## config.mk

```make
export PLATFORM = sky130hd
export DESIGN_NAME = dma_pcie_h2c_byp_in_sink
export DESIGN_NICKNAME = d
export VERILOG_FILES = /design/src/rtl/dma_pcie_h2c_byp_pkg.sv /design/src/rtl/dma_pcie_h2c_byp_fifo.sv /design/src/rtl/dma_pcie_h2c_byp_in_sink.sv
export SDC_FILE = /design/constraint.sdc
export NUM_CORES = 2
export LEC_CHECK = 0
export ABC_CLOCK_PERIOD_IN_PS = 12420
export BUFFER_PORTS_ARGS = -buffer_cell sky130_fd_sc_hd__buf_2
export CORE_MARGIN = 3
export CORE_UTILIZATION = 56
export CTS_CLUSTER_SIZE = 20
export DETAILED_ROUTE_END_ITERATION = 10
export PLACE_DENSITY = 0.7
export SLEW_MARGIN = 40
export SYNTH_ARGS = -nofsm -noshare
export SYNTH_HDL_FRONTEND = slang
export SYNTH_SLANG_ARGS = --single-unit
```

## constraint.sdc

```tcl
create_clock -name axi_aclk -period 12.42 [get_ports axi_aclk]
set_clock_uncertainty 0.05 [all_clocks]
set_input_delay 1.242 -clock axi_aclk [delete_from_list [all_inputs] [get_ports axi_aclk]]
set_output_delay 1.242 -clock axi_aclk [all_outputs]
set_load 0.02 [all_outputs]
```

## src/rtl/dma_pcie_h2c_byp_pkg.sv

```systemverilog
// Shared types for the H2C descriptor bypass-in sink: descriptor struct, output FSM states
// and a round-robin pick helper used by both the credit and the output arbiters.
`ifndef QID_WIDTH
`define QID_WIDTH 11
`endif

package dma_pcie_h2c_byp_pkg;

  localparam int unsigned H2C_BYP_NCHN_MAX = 4;
  localparam int unsigned QID_W            = `QID_WIDTH;

  typedef struct packed {
    logic [63:0]      dsc;
    logic [QID_W-1:0] qid;
    logic             wbi;
    logic             wbi_chk;
    logic [15:0]      cidx;
    logic [15:0]      len;
    logic             last;
    logic [1:0]       chn;
  } h2c_byp_dsc_t;

  typedef enum logic [0:0] {
    StIdle,
    StLock
  } h2c_byp_out_st_e;

  // Returns {found, index}: first set request at or after start, wrapping.
  function automatic logic [2:0] rr_pick(input logic [3:0] req, input logic [1:0] start);
    logic [2:0] res;
    logic [1:0] idx;
    res = '0;
    for (int i = H2C_BYP_NCHN_MAX - 1; i >= 0; i--) begin
      idx = start + 2'(i);
      if (req[idx]) res = {1'b1, idx};
    end
    return res;
  endfunction

endpackage

```

## src/rtl/dma_pcie_h2c_byp_fifo.sv

```systemverilog
// Synchronous show-ahead FIFO of bypass descriptors; pushes into a full FIFO are dropped.
module dma_pcie_h2c_byp_fifo
  import dma_pcie_h2c_byp_pkg::*;
#(
  parameter int unsigned DEPTH = 8
) (
  input  logic                     clk_i,
  input  logic                     rst_ni,
  input  logic                     push_i,
  input  h2c_byp_dsc_t             din_i,
  input  logic                     pop_i,
  output h2c_byp_dsc_t             dout_o,
  output logic                     empty_o,
  output logic                     full_o,
  output logic [$clog2(DEPTH):0]   count_o
);

  localparam int unsigned AddrW = $clog2(DEPTH);
  localparam int unsigned CntW  = AddrW + 1;

  h2c_byp_dsc_t     mem_q [DEPTH];
  logic [AddrW-1:0] wr_ptr_q, rd_ptr_q;
  logic [CntW-1:0]  count_q;
  logic             push_ok, pop_ok;

  assign empty_o = (count_q == '0);
  assign full_o  = (count_q == CntW'(DEPTH));
  assign count_o = count_q;
  assign dout_o  = mem_q[rd_ptr_q];
  assign push_ok = push_i && !full_o;
  assign pop_ok  = pop_i && !empty_o;

  always_ff @(posedge clk_i) begin
    if (!rst_ni) begin
      wr_ptr_q <= '0;
      rd_ptr_q <= '0;
      count_q  <= '0;
    end else begin
      if (push_ok) wr_ptr_q <= wr_ptr_q + AddrW'(1);
      if (pop_ok)  rd_ptr_q <= rd_ptr_q + AddrW'(1);
      count_q <= count_q + CntW'(push_ok) - CntW'(pop_ok);
    end
  end

  always_ff @(posedge clk_i) begin
    if (push_ok) mem_q[wr_ptr_q] <= din_i;
  end

endmodule

```

## src/rtl/dma_pcie_h2c_byp_in_sink.sv

```systemverilog
// Credit-issuing sink of the H2C bypass-in interface: per-channel FIFOs, credit return and
// packet-atomic round-robin forwarding. Optional credit check: DMA_H2C_BYP_IN_CRDT_CHK_EN.
module dma_pcie_h2c_byp_in_sink
  import dma_pcie_h2c_byp_pkg::*;
#(
  parameter int unsigned DEPTH = 8,
  parameter int unsigned NCHN  = 4
) (
  input  logic                  axi_aclk,
  input  logic                  axi_aresetn,
  input  logic [63:0]           byp_in_dsc,
  input  logic [`QID_WIDTH-1:0] byp_in_qid,
  input  logic                  byp_in_wbi,
  input  logic                  byp_in_wbi_chk,
  input  logic [15:0]           byp_in_cidx,
  input  logic [15:0]           byp_in_len,
  input  logic                  byp_in_last,
  input  logic [1:0]            byp_in_chn,
  input  logic                  byp_in_vld,
  output logic                  byp_in_crdt,
  output logic [1:0]            byp_in_crdt_chn,
  output logic [63:0]           out_dsc,
  output logic [`QID_WIDTH-1:0] out_qid,
  output logic                  out_wbi,
  output logic                  out_wbi_chk,
  output logic [15:0]           out_cidx,
  output logic [15:0]           out_len,
  output logic                  out_last,
  output logic [1:0]            out_chn,
  output logic                  out_vld,
  input  logic                  out_rdy,
  output logic                  err_no_crdt
);

  localparam int unsigned ChnMax = H2C_BYP_NCHN_MAX;
  localparam int unsigned PendW  = $clog2(DEPTH) + 1;
  localparam logic [ChnMax-1:0] ChnEn = ChnMax'((1 << NCHN) - 1);

  h2c_byp_dsc_t      in_dsc;
  h2c_byp_dsc_t      fifo_dout [ChnMax];
  logic [PendW-1:0]  fifo_cnt [ChnMax];
  logic [PendW-1:0]  pend_q [ChnMax];
  logic [ChnMax-1:0] chn_hit, push, pop, empty, full, req, pend_nz, issue;
  logic [2:0]        crdt_pick, out_pick;
  logic [1:0]        crdt_ptr_q, out_ptr_q, out_ptr_d, lock_q, lock_d;
  logic              crdt_q;
  logic [1:0]        crdt_chn_q;

  h2c_byp_out_st_e   st_q, st_d;
  h2c_byp_dsc_t      out_q, out_d;
  logic              out_vld_q, out_vld_d;

  assign in_dsc = '{dsc: byp_in_dsc, qid: byp_in_qid, wbi: byp_in_wbi, wbi_chk: byp_in_wbi_chk,
                    cidx: byp_in_cidx, len: byp_in_len, last: byp_in_last, chn: byp_in_chn};

  for (genvar c = 0; c < ChnMax; c++) begin : g_chn
    assign chn_hit[c] = byp_in_vld && (byp_in_chn == 2'(c)) && ChnEn[c];
    assign req[c]     = (fifo_cnt[c] != '0);
    assign pend_nz[c] = (pend_q[c] != '0);
    assign issue[c]   = crdt_pick[2] && (crdt_pick[1:0] == 2'(c));
    if (c < NCHN) begin : g_fifo
      dma_pcie_h2c_byp_fifo #(
        .DEPTH (DEPTH)
      ) u_fifo (
        .clk_i   (axi_aclk),
        .rst_ni  (axi_aresetn),
        .push_i  (push[c]),
        .din_i   (in_dsc),
        .pop_i   (pop[c]),
        .dout_o  (fifo_dout[c]),
        .empty_o (empty[c]),
        .full_o  (full[c]),
        .count_o (fifo_cnt[c])
      );
    end else begin : g_unused
      assign empty[c]     = 1'b1;
      assign full[c]      = 1'b0;
      assign fifo_dout[c] = '0;
      assign fifo_cnt[c]  = '0;
    end
  end

`ifdef DMA_H2C_BYP_IN_CRDT_CHK_EN
  logic [PendW-1:0]  outst_q [ChnMax];
  logic [ChnMax-1:0] outst_nz;
  logic              err_q;

  for (genvar c = 0; c < ChnMax; c++) begin : g_outst
    assign outst_nz[c] = (outst_q[c] != '0);
    assign push[c]     = chn_hit[c] && !full[c] && outst_nz[c];
  end

  // A beat without an outstanding credit is dropped and latches the error until reset.
  always_ff @(posedge axi_aclk) begin
    if (!axi_aresetn) begin
      err_q <= 1'b0;
      for (int c = 0; c < ChnMax; c++) outst_q[c] <= '0;
    end else begin
      if (|(chn_hit & ~outst_nz)) err_q <= 1'b1;
      for (int c = 0; c < ChnMax; c++) begin
        outst_q[c] <= outst_q[c] + PendW'(issue[c]) - PendW'(push[c]);
      end
    end
  end

  assign err_no_crdt = err_q;

  for (genvar c = 0; c < NCHN; c++) begin : g_inv
    a_crdt_inv: assert property (@(posedge axi_aclk) disable iff (!axi_aresetn)
      (32'(pend_q[c]) + 32'(outst_q[c]) + 32'(fifo_cnt[c]) == DEPTH));
  end
`else
  assign push        = chn_hit & ~full;
  assign err_no_crdt = 1'b0;
`endif

  // Credit return: one registered pulse per cycle, round-robin over channels owed credits.
  assign crdt_pick = rr_pick(pend_nz, crdt_ptr_q);

  always_ff @(posedge axi_aclk) begin
    if (!axi_aresetn) begin
      crdt_q     <= 1'b0;
      crdt_chn_q <= '0;
      crdt_ptr_q <= '0;
      for (int c = 0; c < ChnMax; c++) pend_q[c] <= ChnEn[c] ? PendW'(DEPTH) : '0;
    end else begin
      crdt_q <= crdt_pick[2];
      if (crdt_pick[2]) begin
        crdt_chn_q <= crdt_pick[1:0];
        crdt_ptr_q <= crdt_pick[1:0] + 2'd1;
      end
      for (int c = 0; c < ChnMax; c++) begin
        pend_q[c] <= pend_q[c] + PendW'(pop[c]) - PendW'(issue[c]);
      end
    end
  end

  assign byp_in_crdt     = crdt_q;
  assign byp_in_crdt_chn = crdt_chn_q;

  assign out_pick = rr_pick(req, out_ptr_q);

  always_comb begin
    st_d      = st_q;
    lock_d    = lock_q;
    out_ptr_d = out_ptr_q;
    out_d     = out_q;
    out_vld_d = out_vld_q && !out_rdy;
    pop       = '0;
    unique case (st_q)
      StIdle: begin
        if (out_pick[2]) begin
          st_d      = StLock;
          lock_d    = out_pick[1:0];
          out_ptr_d = out_pick[1:0] + 2'd1;
        end
      end
      StLock: begin
        // Stay locked to the channel until its last beat, waiting if it runs dry.
        if (!empty[lock_q] && (!out_vld_q || out_rdy)) begin
          pop[lock_q] = 1'b1;
          out_d       = fifo_dout[lock_q];
          out_vld_d   = 1'b1;
          if (fifo_dout[lock_q].last) st_d = StIdle;
        end
      end
      default: st_d = StIdle;
    endcase
  end

  always_ff @(posedge axi_aclk) begin
    if (!axi_aresetn) begin
      st_q      <= StIdle;
      lock_q    <= '0;
      out_ptr_q <= '0;
      out_q     <= '0;
      out_vld_q <= 1'b0;
    end else begin
      st_q      <= st_d;
      lock_q    <= lock_d;
      out_ptr_q <= out_ptr_d;
      out_q     <= out_d;
      out_vld_q <= out_vld_d;
    end
  end

  assign out_dsc     = out_q.dsc;
  assign out_qid     = out_q.qid;
  assign out_wbi     = out_q.wbi;
  assign out_wbi_chk = out_q.wbi_chk;
  assign out_cidx    = out_q.cidx;
  assign out_len     = out_q.len;
  assign out_last    = out_q.last;
  assign out_chn     = out_q.chn;
  assign out_vld     = out_vld_q;

endmodule

```

==> impl_summary.md <==
Run status
The flow ran to the end, and the final reports show no timing, DRC or antenna violations.

GRT
The layer flagged by global routing as most heavily used is met2. In the global route stage, met1 resource usage came out at 41.0%. The global route total overflow is 0.

Entering global routing, the biggest net connects ~110 pins. In the global route stage, met2 resource usage came out at 41.4%. The number of global-route vias before repair is 68900.

The global-route wire length before repair is 505 mm. For this run, global-route usage on met3 was measured as 5.77%. The global-route usage over all layers is a little over a quarter. The number of antenna violations at the first check in global routing is 30.

Timing
The final critical-path share of the clock period is 37.5%. The maximum operating frequency is 215 MHz. The sum of negative setup slack is 0 ns. After layout, the minimum clock period comes to 4.66 ns. The worst max-slew margin expressed relative to the limit is between 30% and 40%.

Setup repair after global routing left no endpoint under its margin. The transition time of the tightest slew-check pin is 0.926 ns. The setup-violating endpoint count in the final report is 0. The final count of hold timing violations is 0. The max-slew violation count came to 0.

Logic synthesis
The number of enable flip-flop cells after synthesis is 3584. A synthesized cell averages 23.2 sq um. Among all flip-flop cells after synthesis, the most frequent one is edfxtp_1. After synthesis, the share of flip-flops with an asynchronous set or reset is 0%.

Yosys mapped the design onto 59 distinct sky130hd cell types. Synthesis produced a netlist with a net count of around 6300. During synthesis, Yosys emitted a total of 0 warnings. The total of flip-flops plus latches after synthesis is 3775.

The number of standard cells after synthesis is between 6000 and 7000. The cell area after synthesis is 141000 sq um. Sequential elements use 78.9% of the synthesized area.

Critical path
The critical-path maximum fanout is 58. The library cell contributing the largest single delay on the critical path is buf_6. The startpoint of the most critical register-to-register path is g_chn[2].g_fifo.u_fifo.count_o[2]$_SDFF_PN0_. The startpoint type of the worst setup path is an input port. The setup check on the worst reg-to-reg path leaves a slack of 8.26 ns. The worst register-to-register path ends at g_chn[2].g_fifo.u_fifo.mem_q[0][32]$_DFFE_PP_. The critical path required time is 12.89 ns.

The signal arrival time at the worst endpoint is between 5 and 6 ns. Together, buffers and inverters on the worst path number 4. The highest cell delay on the worst timing path is 0.69 ns. The critical path goes through buf_2 > nand3b_1 > a31oi_1 > nand2b_1 > nor3_2 > buf_4 > buf_4 > buf_6. Counting stages on the worst path, the most repeated cell is buf_4.

The dominant delay contributor by cell family on the critical path is buffers and inverters. The depth of the worst register-to-register path is 8. The path type of the worst setup path is input port to flop.

The element type at the critical path end is a flop.

Detailed routing
The per-cell routed wire length is between 30 and 40 microns. The number of nets with antenna violations after detailed routing is 0. The ratio of routed vias to standard cells is 6.78. The number of DRC violations after detailed-routing iteration 0 is between 9000 and 10000. The number of detailed-routing iterations run before antenna repair is 5. For this run, design rule violations remaining after detail routing come to 0. The final layout contains routed wiring with a total length of 349 mm.

The routed layout has roughly 69000 vias.

Power and ir drop
The internal portion of the total power is 22.2 mW. The power share of the clock group is 38.2%. The total power of the final layout is slightly below 30 mW.

The sequential fraction of design power is 49.6%. The total power divided by cell area is 184 nW/um^2. Summed over all cells, the static leakage comes to approximately 49 nW. The net switching power is 7.20 mW. Combinational logic burns 12.2% of the power. The net switching share of the total power is 24.5%.

The largest voltage drop on the vdd net is 0.157 mV.

Layout
The multi-input gate area in the final layout is ~28000 sq um. After filler insertion, the fill cell instance count of the layout stands at 15900. The combined flip-flop and latch cell area is approximately 110000 sq um. Once layout is complete, the utilization of the core stands at between 60% and 70%. In the final design database the tool counted ~6700 nets.

The share of final-layout standard cells stronger than drive strength 1 is 28.0%. The total non-filler cell area in the finished layout is 159000 sq um. The filler-free cell count of the finished design is around 10000. The synthesis-to-layout area growth is 12.9%.

Floorplan
For this configuration, the core starts out at a cell density of 56.5%. The overall die width is 508 microns. The area inside the core boundary is 250000 sq um. 233 I/O pins were placed. The height of the chip is 508 microns. The die footprint is 258000 sq um. The number of placement rows is 183.

Placement
After detailed placement, the total cell area comes to 147000 sq um. The final weighted congestion in routability-driven placement is about 0.78. The post-detailed-placement half-perimeter wirelength is 190 mm. The number of port buffers is 231. The cell total after placement is 9460.

Hold path
For hold timing, the worst endpoint is byp_in_crdt_chn[0]$_SDFFE_PN0P_. The min-delay analysis places its worst path in the category flop to flop. In this run the most critical hold path is launched from byp_in_crdt_chn[0]$_SDFFE_PN0P_. The hold path depth is 2.

CTS
The H-tree depth is 5. The number of gates given a new drive strength after cts is 0. TritonCTS built the clock tree. The total CTS buffers is 383.

Counting every sink on the clock net gives 3775. After clock tree synthesis, the clock-pin slew on the worst setup and hold paths is roughly 0.060 ns. The number of buffers inserted to repair setup after CTS is 0. The clock root buffer master is clkbuf_16.

Buffers inserted to repair hold after CTS numbered 0. The insertion delay to the later sink of the worst-skew pair is 0.99 ns. The clock passes through at most 4 buffers.

Run
Max-cap violations in this run came to 0.
==> synthesized netlist by cell type, types with 4 or more instances <==
master,number,area share [%]
xnor2_1,18,0.11
nand2b_1,18,0.080
xor2_1,10,0.062
nor4b_1,4,0.025
ha_1,52,0.46
nand2_1,32,0.085
dfxtp_1,191,2.7
a31oi_1,114,0.50
o21ai_1,60,0.21
mux2i_1,8,0.057
a22oi_1,8,0.043
nor2_1,31,0.082
o21ai_0,57,0.20
nand3_1,4,0.014
a21o_1,8,0.043
nor3b_1,9,0.048
inv_1,57,0.15
a221oi_1,222,1.4
nor2b_1,20,0.089
a21boi_0,8,0.043
edfxtp_1,3584,76
nor3_1,10,0.035
clkbuf_1,218,0.58
fa_1,8,0.11
a22o_1,220,1.4
a21oi_1,14,0.050
buf_6,20,0.16
mux4_2,897,14
buf_1,10,0.027
buf_2,101,0.36
and2_1,39,0.17
==> flip-flops by register name, indices dropped and copies added (netlist names), 2 cells and up, named ones only <==
| name | cells |
|---|---|
| crdt_ptr_q | 2 |
| out_cidx | 16 |
| out_ptr_q | 2 |
| pend_q | 16 |
| byp_in_crdt_chn | 2 |
| g_chn.g_fifo.u_fifo.rd_ptr_q | 12 |
| out_qid | 11 |
| g_chn.g_fifo.u_fifo.count_o | 16 |
| lock_q | 2 |
| out_dsc | 64 |
| out_len | 16 |
| out_chn | 2 |
| g_chn.g_fifo.u_fifo.wr_ptr_q | 12 |
| g_chn.g_fifo.u_fifo.mem_q | 3584 |
==> worst register-to-register path: stages, from the launching register on <==
cell and delay [ns]:
dfxtp_1 0.31, inv_1 0.07, ha_1 0.20, a31oi_1 0.55, nand2b_1 0.41, nor3_2 0.24, buf_4 0.48, buf_4 0.69
buf_6 0.72
==> metrics by stage <==
step	worst slack (ns)	hold slack [ns]
final	7.76	0.431
after global placement	6.43	0.419
after detailed placement	6.88	0.425
after CTS	7.84	0.433
after floorplan	1.75	0.432
after global routing	7.61	0.454
==> worst max-delay path by stage <==
stage / from / cells after the start / endpoint
after CTS: byp_in_chn[1] / 8 / g_chn[2].g_fifo.u_fifo.mem_q[0][32]$_DFFE_PP_
after global routing: byp_in_chn[1] / 8 / g_chn[2].g_fifo.u_fifo.mem_q[0][32]$_DFFE_PP_
after global placement: byp_in_chn[1] / 7 / g_chn[2].g_fifo.u_fifo.mem_q[2][32]$_DFFE_PP_
after floorplan: byp_in_vld / 4 / g_chn[0].g_fifo.u_fifo.mem_q[0][0]$_DFFE_PP_
after detailed placement: byp_in_chn[1] / 8 / g_chn[2].g_fifo.u_fifo.mem_q[0][47]$_DFFE_PP_
final: byp_in_chn[1] / 8 / g_chn[2].g_fifo.u_fifo.mem_q[0][32]$_DFFE_PP_
==> cell type report <==
type	count	area share (%)
clock buffer	528	6.71
clock inverter	165	1.00
multi-input combinational	1911	17.7
antenna	14	0.0220
inverter	57	0.134
sequential	3775	69.9
timing repair buffer	400	1.87
tap	3330	2.61
==> kinds of logic (layout without fill, tap and decap cells) <==
kind of cell	after synthesis	after routing	synth area share (%)
buffers and inverters	408	1150	1.29
adders and majority gates	60	60	0.574
AOI/OAI and AO/OA	724	724	3.92
other	1	15	0.00265
muxes	905	905	14.4
and+or+nand+nor	193	193	0.793
xor gates and xnor gates	28	28	0.174
DFF	3775	3775	78.9
==> routing by layer <==
metal	share of wire (%)	vias up	routed length, microns
li1	-	27200	-
met4	2.8	24	9880
met1	39	36900	136000
met5	0.049	-	170
met3	11	620	39200
met2	47	4252	164000
==> layout by cell type, fill, tap and decap left out, types with 52 or more instances in the layout <==
cell type	n
edfxtp_1	3584
mux4_2	897
clkbuf_16	388
buf_2	234
a221oi_1	220
a22o_1	220
dfxtp_1	183
a31oi_1	114
clkbuf_1	94
buf_4	84
clkinv_2	71
o21ai_1	60
inv_1	57
o21ai_0	57
ha_1	52
==> power groups by stage <==
| stage | logic [mW] | registers, mW | clock network [mW] |
|---|---|---|---|
| floorplan | 2.13 | 14.9 | 0 |
| global placement | 3.52 | 14.8 | 0 |
| detailed placement | 3.58 | 14.8 | 0 |
| CTS | 3.60 | 14.6 | 11.4 |
| global route | 3.85 | 14.6 | 11.9 |
| finish | 3.59 | 14.6 | 11.2 |
Power figures use the tool's default switching activity.
